[src/rtl/otter_pkg.sv]
// Shared OTTER definitions: NOP encoding, cache geometry defaults, icache FSM states.
package otter_pkg;

  localparam int unsigned XLEN         = 32;
  localparam logic [31:0] NOP          = 32'h00000013;
  localparam int unsigned ICACHE_LINES = 16;
  localparam int unsigned ICACHE_WORDS = 8;

  typedef enum logic {IDLE, FILL} icache_state_t;

  // Counter increment that sticks at all-ones instead of wrapping.
  function automatic logic [31:0] sat_inc(input logic [31:0] v);
    return (v == 32'hFFFFFFFF) ? v : v + 32'd1;
  endfunction

endpackage

[src/rtl/icache_data_ram.sv]
// Instruction cache data store: one fill write port, one registered fetch read port.
module icache_data_ram #(
  parameter int unsigned LINES = 16,
  parameter int unsigned WORDS = 8,
  localparam int unsigned IDX_W = $clog2(LINES),
  localparam int unsigned OFF_W = $clog2(WORDS)
) (
  input  logic             CLK,
  input  logic             we,
  input  logic [IDX_W-1:0] w_idx,
  input  logic [OFF_W-1:0] w_off,
  input  logic [31:0]      w_data,
  input  logic             re,
  input  logic [IDX_W-1:0] r_idx,
  input  logic [OFF_W-1:0] r_off,
  output logic [31:0]      r_data
);

  logic [31:0] mem [LINES*WORDS];

  always_ff @(posedge CLK) begin
    if (we) mem[{w_idx, w_off}] <= w_data;
    if (re) r_data <= mem[{r_idx, r_off}];
  end

endmodule

[src/rtl/otter_icache.sv]
// Direct-mapped read-only instruction cache for the OTTER IF stage.
// One-cycle hits; misses stall while the line is filled word-serially from word 0.
module otter_icache
  import otter_pkg::*;
#(
  parameter int unsigned LINES = ICACHE_LINES,
  parameter int unsigned WORDS = ICACHE_WORDS
) (
  input  logic        CLK,
  input  logic        RESET,
  input  logic        cpu_rden,
  input  logic [31:0] cpu_addr,
  output logic [31:0] cpu_instr,
  output logic        cpu_stall,
  input  logic        flush,
  output logic        mem_req,
  output logic [31:0] mem_addr,
  input  logic        mem_ack,
  input  logic [31:0] mem_rdata,
  output logic [31:0] hit_cnt,
  output logic [31:0] miss_cnt
);

  localparam int unsigned OFF = $clog2(WORDS);
  localparam int unsigned IDX = $clog2(LINES);
  localparam int unsigned TAG = XLEN - 2 - OFF - IDX;

  logic [OFF-1:0] off;
  logic [IDX-1:0] idx;
  logic [TAG-1:0] tag;
  logic           unused_addr_lsb;

  assign off             = cpu_addr[OFF+1:2];
  assign idx             = cpu_addr[OFF+IDX+1:OFF+2];
  assign tag             = cpu_addr[31:OFF+IDX+2];
  assign unused_addr_lsb = ^cpu_addr[1:0];

  icache_state_t  state_q, state_d;
  logic [TAG-1:0] tag_arr [LINES];
  logic [LINES-1:0] valid_q;
  logic [TAG-1:0] fill_tag;
  logic [IDX-1:0] fill_idx;
  logic [OFF-1:0] cnt_q;
  logic           flush_pend;
  logic           instr_sel;
  logic [31:0]    ram_q;
  logic           hit;
  logic           start_fill, fill_we, fill_last;

  assign hit       = (state_q == IDLE) && valid_q[idx] && (tag_arr[idx] == tag);
  assign cpu_stall = cpu_rden && !hit;
  assign cpu_instr = instr_sel ? ram_q : NOP;

  // Next-state and fill strobes.
  always_comb begin
    state_d    = state_q;
    start_fill = 1'b0;
    fill_we    = 1'b0;
    fill_last  = 1'b0;
    case (state_q)
      IDLE: begin
        if (cpu_rden && !hit && !flush) begin
          start_fill = 1'b1;
          state_d    = FILL;
        end
      end
      FILL: begin
        if (mem_ack) begin
          fill_we = 1'b1;
          if (cnt_q == OFF'(WORDS - 1)) begin
            fill_last = 1'b1;
            state_d   = IDLE;
          end
        end
      end
      default: state_d = IDLE;
    endcase
  end

  always_ff @(posedge CLK) begin
    if (RESET) begin
      state_q    <= IDLE;
      valid_q    <= '0;
      fill_tag   <= '0;
      fill_idx   <= '0;
      cnt_q      <= '0;
      flush_pend <= 1'b0;
      mem_req    <= 1'b0;
      mem_addr   <= '0;
      hit_cnt    <= '0;
      miss_cnt   <= '0;
      instr_sel  <= 1'b0;
    end else begin
      state_q <= state_d;
      if (flush) valid_q <= '0;
      if (flush && state_q == FILL && !fill_last) flush_pend <= 1'b1;
      if (start_fill) begin
        fill_tag <= tag;
        fill_idx <= idx;
        cnt_q    <= '0;
        mem_req  <= 1'b1;
        mem_addr <= {tag, idx, {OFF{1'b0}}, 2'b00};
        miss_cnt <= sat_inc(miss_cnt);
      end
      if (fill_we) begin
        cnt_q <= cnt_q + OFF'(1);
        if (!fill_last) mem_addr <= {fill_tag, fill_idx, cnt_q + OFF'(1), 2'b00};
      end
      // Line that saw a flush at any point of its fill is left invalid.
      if (fill_last) begin
        valid_q[fill_idx] <= !flush_pend && !flush;
        flush_pend        <= 1'b0;
        mem_req           <= 1'b0;
      end
      if (cpu_rden) instr_sel <= hit;
      if (cpu_rden && hit) hit_cnt <= sat_inc(hit_cnt);
    end
  end

  always_ff @(posedge CLK) begin
    if (fill_last) tag_arr[fill_idx] <= fill_tag;
  end

  icache_data_ram #(
    .LINES(LINES),
    .WORDS(WORDS)
  ) u_data (
    .CLK   (CLK),
    .we    (fill_we),
    .w_idx (fill_idx),
    .w_off (cnt_q),
    .w_data(mem_rdata),
    .re    (cpu_rden && hit),
    .r_idx (idx),
    .r_off (off),
    .r_data(ram_q)
  );

endmodule

[config.mk]
export PLATFORM = sky130hd
export DESIGN_NAME = otter_icache
export DESIGN_NICKNAME = d
export VERILOG_FILES = /design/src/rtl/otter_pkg.sv /design/src/rtl/icache_data_ram.sv /design/src/rtl/otter_icache.sv
export SDC_FILE = /design/constraint.sdc
export NUM_CORES = 2
export LEC_CHECK = 0
export BUFFER_PORTS_ARGS = -buffer_cell sky130_fd_sc_hd__buf_2
export CORE_MARGIN = 2
export CORE_UTILIZATION = 55
export DETAILED_ROUTE_END_ITERATION = 12
export GPL_TIMING_DRIVEN = 1
export PLACE_DENSITY_LB_ADDON = 0.1
export SLEW_MARGIN = 20
export SYNTH_ARGS = -nofsm -noshare
export SYNTH_HDL_FRONTEND = slang
export SYNTH_MEMORY_MAX_BITS = 65536
export SYNTH_SLANG_ARGS = --single-unit
[constraint.sdc]
create_clock -name CLK -period 6.5 [get_ports CLK]
set_input_delay 1.95 -clock CLK [delete_from_list [all_inputs] [get_ports CLK]]
set_output_delay 1.95 -clock CLK [all_outputs]
set_load 0.1 [all_outputs]
==> impl_summary.log <==
INFO  metric status = finished, final reports clean
INFO  metric worst_ep_required_time = 4.55 ns
INFO  metric power.static_leakage = 64.4 nW
INFO  metric final-max-slew-violation-count = 0
INFO  metric detailedPlace.worstSlack = -0.261 ns
INFO  metric syn-mean-instance-area = 23.6 sq um
INFO  metric firstDrtPassIters = 6
INFO  metric number_of_max_capacitance_violations_reported = 0
INFO  metric first_global_vias = 85300
INFO  metric detail_route.drc_violations = 0
INFO  metric port-buffer-count = 196
INFO  metric numClockSinks = 4642
INFO  metric initial_antenna_violation_count = 42
INFO  metric synth_sequential_area_ratio = 77.5%
INFO  metric synth_top_cells_by_area = sky130_fd_sc_hd__edfxtp_1, sky130_fd_sc_hd__mux4_2, sky130_fd_sc_hd__dfxtp_1
INFO  metric detail_route.wl_per_cell = 36.0 microns
INFO  metric cts_buffer_count = 463
INFO  metric critical_path_peak_fanout = 6
INFO  metric via_count = 85300
INFO  metric whs = 0.467 ns
INFO  metric dieHeight = 573 microns
INFO  metric dp_cells = 12100
INFO  metric worstMarginPinSlew = 1.18 ns
INFO  metric timing.final.hold_violations = 0
INFO  metric synth_nets = 7600
INFO  metric post_synthesis_sequential_element_count = 4642
INFO  metric synthMostInstantiatedCell = sky130_fd_sc_hd__edfxtp_1
INFO  metric grt_first_pass_wirelength = 651000 microns
INFO  metric clock.fmax = 154 MHz
INFO  metric end_kind = output pin
INFO  metric timing.final.setup_violations = 0
INFO  metric synthTopCellsByCount = sky130_fd_sc_hd__edfxtp_1, sky130_fd_sc_hd__mux4_2, sky130_fd_sc_hd__clkbuf_1, sky130_fd_sc_hd__nor2_1, sky130_fd_sc_hd__nand2_1
INFO  metric final.fill_count = 21200
INFO  metric initial_utilization = 55.4%
INFO  metric clock_tree_from_tritoncts = done
INFO  metric kind_of_launch_point_of_the_worst_setup_path = input port
INFO  metric drtIter0Drc = 11600
INFO  metric synth_top_flop_cell = sky130_fd_sc_hd__edfxtp_1
INFO  metric timing.slew.headroom = 20.9%
INFO  metric drive_above_1_share = 34.3%
INFO  metric grt_max_degree = 105
INFO  metric syn-cell-area = 0.178 sq mm
INFO  metric synth.lib_cells_used.distinct = 67
INFO  metric stdcell_count = 12900
INFO  metric synth_top_cell_by_area = sky130_fd_sc_hd__edfxtp_1
INFO  metric num-nets-final = 8304
INFO  metric row_count = 208
INFO  metric syn_to_final_growth = 14.4%
INFO  metric cts_max_path_buffers = 4
INFO  metric crit_arrival = 4.55 ns
INFO  metric top_level_ports = 199
INFO  metric setup_slack = 0.0000466 ns
INFO  metric async_flop_share = 0%
INFO  metric worst_hold_path_type = reg -> reg
INFO  metric rd_place_congestion = 0.826
INFO  metric clk_pin_slew = 0.06 ns
INFO  metric post_synth_inst_count = 7527
INFO  metric route.detailed.vias_per_inst = 6.60
INFO  metric synth_top_area_share = 75.9%
INFO  metric die_area = 0.328 sq mm
INFO  metric power_per_cell_area = 306 mW/mm^2
INFO  metric synth_enable_flop_cells = 4496
INFO  metric rsz0062_at_grt = true
INFO  metric finalWorstPathRequiredPeriod = 6.50 ns
INFO  metric clk-insertion-delay-late = 1.00 ns
INFO  metric antenna_violating_nets_left = 0
INFO  metric setup.worst_path.class = in -> out
INFO  metric core_area = 0.321 sq mm
INFO  metric clock_skew = 0.0485 ns
INFO  metric totalWireLength = 465000 microns
INFO  metric cts-htree-levels = 5
INFO  metric fp.dieW = 573 microns
INFO  metric yosysWarnings = 0
INFO  metric grt_overflow_total = 0
INFO  metric cts_hold_buffers = 0
INFO  metric post-layout-total-power = 62.3 mW
INFO  metric cts-root-buf = sky130_fd_sc_hd__clkbuf_16
INFO  metric place.detailed.hpwl = 271000 microns
INFO  metric min_period_over_period = 100%
INFO  metric vdd_drop_max = 0.233 mV
INFO  metric grt_util_all_layers = 28.3%
[final cells by class]
| type | count | area (sq um) | share of cell area [%] |
|---|---|---|---|
| clock inverters | 287 | 2670 | 1.31 |
| repair buffers | 662 | 5950 | 2.92 |
| inverters | 28 | 105 | 0.0516 |
| flip-flops and latches | 4642 | 138000 | 67.7 |
| multi-input cells | 2434 | 39400 | 19.4 |
| well taps | 4305 | 5390 | 2.64 |
| clock buffers | 568 | 12200 | 5.97 |
| diodes | 10 | 25.0 | 0.0123 |
[routing by layer]
| metal | up-vias | share of wire, % | global-route usage [%] |
|---|---|---|---|
| met5 | - | 0.020 | 0 |
| met4 | 14 | 2.4 | 6.35 |
| met3 | 605 | 9.8 | 5.53 |
| met2 | 4255 | 48 | 44.8 |
| met1 | 46700 | 40 | 41.4 |
| li1 | 33700 | - | - |
[report_power, final]
group / switching, mW / internal, mW
Clock: 11.2 / 15.1
Combinational: 1.96 / 1.24
Sequential: 0.0502 / 32.8
[cells by family (layout without fill, tap and decap cells)]
logic type / count (synthesis) / in the layout / share of synthesized area [%]
fa+ha+maj: 4 / 4 / 0.0281
xor+xnor: 34 / 34 / 0.167
buf+inv: 451 / 1545 / 1.01
simple gates: 632 / 632 / 1.72
compound gates: 208 / 208 / 0.761
mux: 1556 / 1556 / 18.8
other cells: 0 / 10 / 0
flops: 4642 / 4642 / 77.5
[registers in the layout, indices dropped and copies added (netlist names)]
register	count
fill_idx	4
flush_pend	1
mem_addr	32
valid_q	16
u_data.r_data	32
u_data.mem	4096
instr_sel	1
fill_tag	23
state_q	1
mem_req	1
cnt_q	3
hit_cnt	32
miss_cnt	32
tag_arr	368
[placed cells by master, fill, tap and decap left out, drive strengths merged, types with 42 or more instances in the layout]
cell	synthesis	routed
a21oi	71	71
buf	104	661
bufinv	0	46
clkbuf	319	569
clkinv	1	216
dfxtp	146	146
edfxtp	4496	4496
mux2i	103	103
mux4	1428	1428
nand2	148	148
nand3	42	42
nor2	241	241
[what timing repair did]
| item | 4_1_cts | 5_1_grt |
|---|---|---|
| buffers inserted | 5 | 4 |
| resized for setup | 17 | 16 |
| cloned | 1 | 0 |
| pin swaps | 5 | 7 |
| setup endpoints to repair | 1 | 1 |
[path summary, 6_finish.rpt]
| kind | from | endpoint | slack, ns | depth (start not counted) |
|---|---|---|---|---|
| setup reg to reg | state_q | u_data.mem[62][16] | 2.69 | 6 |
| hold / removal | mem_req | mem_req | 0.47 | 2 |
| setup / recovery | cpu_addr[6] | cpu_stall | 0.00005 | 12 |
| hold reg to reg | mem_req | mem_req | 0.47 | 2 |
[stage by stage]
step                setup TNS [ns]  util (%)  cell area [sq um]
floorplan                        0         -             178000
global placement            -0.323      58.6             188000
detailed placement          -0.261      58.6             188000
CTS                              0      63.3             203000
global route               -0.0915      63.4             204000
finish                           0      63.4             204000
[critical path, stage by stage]
cell and delay, ns:
sky130_fd_sc_hd__buf_16 0.14, sky130_fd_sc_hd__buf_12 0.14, sky130_fd_sc_hd__buf_12 0.12, sky130_fd_sc_hd__mux4_2 0.29
sky130_fd_sc_hd__mux4_2 0.54, sky130_fd_sc_hd__xor2_4 0.22, sky130_fd_sc_hd__nor4_4 0.24, sky130_fd_sc_hd__buf_4 0.19
sky130_fd_sc_hd__nand4_4 0.08, sky130_fd_sc_hd__or2_4 0.30, sky130_fd_sc_hd__and2_4 0.18, sky130_fd_sc_hd__buf_12 0.16
Note: power is estimated with default switching activity, not from simulation.
